[src/rtl/clkdiv_prog.sv]
// Runtime-programmable integer clock divider / tick generator; divisor and high-time are loaded through a shadow and applied at period boundaries.
// Define CLKDIV_DUTY_EN to honour high_in/DEFAULT_HIGH; otherwise high-time is always N>>1.
module clkdiv_prog #(
  parameter int               CNT_W        = 32,
  parameter logic [CNT_W-1:0] DEFAULT_DIV  = 'd5000000,
  parameter logic [CNT_W-1:0] DEFAULT_HIGH = '0
) (
  input  logic             clkin,
  input  logic             reset,
  input  logic             en,
  input  logic             load,
  input  logic [CNT_W-1:0] div_in,
  input  logic [CNT_W-1:0] high_in,
  output logic             clkout,
  output logic             tick,
  output logic             pending,
  output logic             err
);

`ifdef CLKDIV_DUTY_EN
  localparam bit DUTY_EN = 1'b1;
`else
  localparam bit DUTY_EN = 1'b0;
`endif

  localparam logic [CNT_W-1:0] ONE = CNT_W'(1);
  localparam logic [CNT_W-1:0] TWO = CNT_W'(2);

  // Effective high-time: always lands in 1..n-1 for any legal n >= 2.
  function automatic logic [CNT_W-1:0] eff(input logic [CNT_W-1:0] h, input logic [CNT_W-1:0] n);
    if (!DUTY_EN || h == '0) return n >> 1;
    else if (h >= n)         return n - ONE;
    else                     return h;
  endfunction

  localparam logic [CNT_W-1:0] DEF_H = eff(DEFAULT_HIGH, DEFAULT_DIV);

  logic [CNT_W-1:0] r_count, r_div, r_high, r_sh_div, r_sh_high;
  logic             r_clkout, r_tick, r_pending, r_err;

  logic [CNT_W-1:0] w_next_count, w_in_high, w_div_nx, w_high_nx;
  logic             w_load_ok, w_load_bad, w_apply;

  always_comb begin
    w_load_ok  = load && (div_in >= TWO);
    w_load_bad = load && (div_in < TWO);
    w_in_high  = eff(high_in, div_in);

    if (!en)                                   w_next_count = '0;
    else if (r_count == r_div || r_count == '0) w_next_count = ONE;
    else                                       w_next_count = r_count + ONE;

    w_apply   = (w_next_count == ONE);
    w_div_nx  = r_div;
    w_high_nx = r_high;
    // A load landing on the boundary edge bypasses the shadow.
    if (w_apply) begin
      if (w_load_ok) begin
        w_div_nx  = div_in;
        w_high_nx = w_in_high;
      end else begin
        w_div_nx  = r_sh_div;
        w_high_nx = r_sh_high;
      end
    end
  end

  always_ff @(posedge clkin) begin
    if (reset) begin
      r_count   <= '0;
      r_div     <= DEFAULT_DIV;
      r_high    <= DEF_H;
      r_sh_div  <= DEFAULT_DIV;
      r_sh_high <= DEF_H;
      r_clkout  <= 1'b0;
      r_tick    <= 1'b0;
      r_pending <= 1'b0;
      r_err     <= 1'b0;
    end else begin
      r_count <= w_next_count;
      r_div   <= w_div_nx;
      r_high  <= w_high_nx;
      if (w_load_ok) begin
        r_sh_div  <= div_in;
        r_sh_high <= w_in_high;
      end
      if (w_apply)        r_pending <= 1'b0;
      else if (w_load_ok) r_pending <= 1'b1;
      r_clkout <= (w_next_count >= ONE) && (w_next_count <= w_high_nx);
      r_tick   <= w_apply;
      r_err    <= w_load_bad;
    end
  end

  assign clkout  = r_clkout;
  assign tick    = r_tick;
  assign pending = r_pending;
  assign err     = r_err;

endmodule

[config.mk]
export PLATFORM = sky130hd
export DESIGN_NAME = clkdiv_prog
export DESIGN_NICKNAME = d
export VERILOG_FILES = /design/src/rtl/clkdiv_prog.sv
export SDC_FILE = /design/constraint.sdc
export NUM_CORES = 1
export LEC_CHECK = 0
export CORE_MARGIN = 2
export CORE_UTILIZATION = 28
export CTS_CLUSTER_SIZE = 16
export DETAILED_ROUTE_END_ITERATION = 8
export PLACE_DENSITY = 0.44
export SYNTH_ARGS = -nofsm -noshare
export SYNTH_HDL_FRONTEND = slang
export SYNTH_SLANG_ARGS = --single-unit
[constraint.sdc]
create_clock -name clkin -period 8.89 [get_ports clkin]
set_clock_uncertainty 0.1 [all_clocks]
set_input_delay 1.3335 -clock clkin [delete_from_list [all_inputs] [get_ports clkin]]
set_output_delay 1.3335 -clock clkin [all_outputs]
set_load 0.03 [all_outputs]
==> summary.txt <==
Synthesis
  • Cell taking the most area after synthesis: dfxtp_1
  • Register area share after synthesis: approximately two fifths
  • Main synth FF type: dfxtp_1
  • Post-Syn Instances: between 900 and 1000
  • Post-synth EDFFs: 0
  • Library cells used by synthesis: between 50 and 60
  • Synth area leaders: dfxtp_1, nand2_1, xor2_1
  • Mapped cell area: 7899 sq um
  • Flops & latches, synth: ~160
  • Synth top area share: between 40 and 50%
  • Warning count from the yosys run: 0
  • Synthesized Nets: ~1000
  • Synth async-reset ratio: 0%
  • Syn_area_per_cell: approximately 8.7 sq um

CTS
  • H-tree depth: 4
  • Skew-Pair Late Insertion Delay: ~0.44 ns
  • Clock-pin slew on the worst setup and hold paths: ~0.070 ns
  • Clock tree buffer depth: 2
  • CTS Root Cell: clkbuf_16
  • Hold buffers post-CTS: 0
  • # resized after CTS: 0
  • CTS tree: yes
  • CTS sink cnt: about 160
  • Post-CTS Setup Bufs: 0
  • CTS Buf Count: 17

Finish
  • Diode count: 0
  • Final instance area: 9186 sq um
  • Area added between synthesis and finish: 16.30%
  • Commonest non-fill, non-tap cells in the layout: dfxtp_1, nand2_1, nor2_1, a21oi_1, xor2_1
  • Most common cell after layout, fill and taps aside: dfxtp_1
  • Share of cells above drive strength 1: under 10%
  • Register area: approximately 3300 sq um
  • Fill cell count: 2975
  • Nets: 1011
  • Area of the multi-input gates: 4252 sq um

Detailed routing
  • Routed WL: about 23000 um
  • DR WL/cell: between 15 and 20 um
  • Remaining DRCs: 0
  • Via density per instance: between 4 and 5
  • DRT iter0 DRCs: between 300 and 400
  • DR vias: roughly 6400
  • Detail Route Antenna Nets: 0
  • First-pass detailed-route iteration total: 6

Hold path
  • Worst Hold End: r_high[0]
  • Worst hold path startpoint: r_high[0]
  • Worst min-delay path category: register to register
  • Hold path depth: 1

Floorplanning
  • I/O pin count: 72
  • Die Y: 172.0 um
  • Die W: 172.0 um
  • Core region area: 27780 sq um
  • Die area: just under 30000 sq um
  • Initial core utilization: roughly 28%
  • Cell row count: just over 60

Worst setup path
  • Max FO, Critical Path: 21
  • CP Data Required Time: between 9 and 10 ns
  • Reg2Reg Setup Slack: between 2 and 3 ns
  • Largest stage delay, worst path: about 0.6 ns
  • CP Capture Type: register
  • Slowest stage cell, crit path: nor4_4
  • Top delay family on crit path: simple AND/OR/NAND/NOR gates
  • R2R Path End: clkout
  • Crit path buffers/inverters: 1
  • Crit-path cells: ha_1, nand3_1, nor4_4, nand3_1, xor2_1, o211ai_1, or4_4, a31oi_4, buf_4, mux2i_1, ha_1, and3_1, nand4_1, a211oi_1, a221oi_1, a21oi_1, nor4_1, o211a_1
  • Critical path type: register to register
  • CP Launch Type: register
  • CP arrival: approximately 6.3 ns
  • Reg2reg start: r_count[0]
  • Reg2reg path depth: 18

Power and ir drop
  • Pwr dens: between 150 and 200 nW/um^2
  • Total power: ~1.7 mW
  • VDD IR max: ~140 uV
  • Leakage: 3.844 nW

Outcome
  • Status: completed

Placed design
  • Placer congestion estimate: around 0.89
  • Placed Area: around 8600 sq um
  • Port Buf Inserts: 39
  • Dpl hpwl: 16480 um

GRT
  • Largest net degree at the start of global routing: 64
  • Grt total ovfl: 0
  • Antenna violations before repair: 0
  • Vias in the first global route: between 6000 and 7000
  • GRT Resource Usage Total: ~16%
  • Global-route wire length before repair: 36360 um

Timing
  • Slew headroom: 46.83%
  • Final Max Tran Viols: 0
  • RSZ-0062 raised after global routing: false
  • Setup Viol. Count Final: 0
  • Final count of hold timing violations: 0
  • Max Clk Rate: around 170 MHz
  • Actual slew at the worst max-slew pin: roughly 0.80 ns
  • Crit share post-route: slightly below 70%
  • Tmin final: about 6.0 ns
  • Total negative slack: 0 ns

Job
  • MaxCap Viol Count: 0
[worst max path at each step]
stage	start	end	cells after the start
2_1_floorplan	r_count[1]	clkout	20
3_3_place_gp	div_in[28]	clkout	16
3_5_place_dp	div_in[28]	clkout	17
4_1_cts	r_count[0]	clkout	18
5_1_grt	r_count[0]	clkout	18
6_report	r_count[0]	clkout	18
[area by class of cell]
class / instances / area share [%]
Inverter: 22 / 0.8989
Tap cell: 378 / 5.148
Clock inverter: 15 / 1.989
Sequential cell: 164 / 35.74
Clock buffer: 17 / 4.631
Timing Repair Buffer: 51 / 5.312
Multi-Input combinational cell: 653 / 46.28
[report_power, final]
group / leakage, nW / switching (mW) / internal, mW
clock network: 0.298 / 0.348 / 0.428
logic: 2.20 / 0.106 / 0.0683
registers: 1.34 / 0.0174 / 0.769
total: 3.84 / 0.472 / 1.27
[layer usage]
layer	share of wire, %	track usage, %	vias to the layer above
met3	2.5	1.991	21
met2	46	25.89	100
met5	0	0	-
met1	50	22.91	3083
met4	1.4	5.115	0
li1	-	-	3210
[registers in the layout (all words and copies together) (netlist names)]
name	count
pending	1
r_sh_div	32
r_count	32
r_div	32
clkout	1
r_high	32
err	1
r_sh_high	32
tick	1
[per-stage QoR]
step                      setup slack (ns)  hold slack [ns]  instances  utilization, %
final                                2.850           0.3592       1300           33.07
after CTS                            2.898           0.3649       1300           33.07
after global routing                 2.397           0.3784       1300           33.07
after global placement               2.603           0.3398       1268           30.88
after detailed placement             2.596           0.3482       1268           30.88
after floorplan                      4.284           0.3327        906               -
[cells in the mapped netlist (21+ instances only)]
cell type and number:
dfxtp_1 164, nand2_1 143, nor2_1 85, a21oi_1 63, xor2_1 53, clkbuf_1 45
ha_1 34, mux2i_1 34, nand3_1 29, a22o_1 25, nand4_1 24, a32o_1 23
inv_1 22, nor4_1 21
[cells by family (layout without fill, tap and decap cells)]
logic type | count (synthesis) | after routing | synth area share (%)
and+or+nand+nor | 353 | 353 | 21.26
AOI/OAI and AO/OA | 164 | 164 | 14.76
DFF | 164 | 164 | 41.57
buffers and inverters | 89 | 105 | 5.116
xor gates and xnor gates | 66 | 66 | 7.318
muxes | 36 | 36 | 4.594
adders and majority gates | 34 | 34 | 5.386
Note: power is estimated with default switching activity, not from simulation.
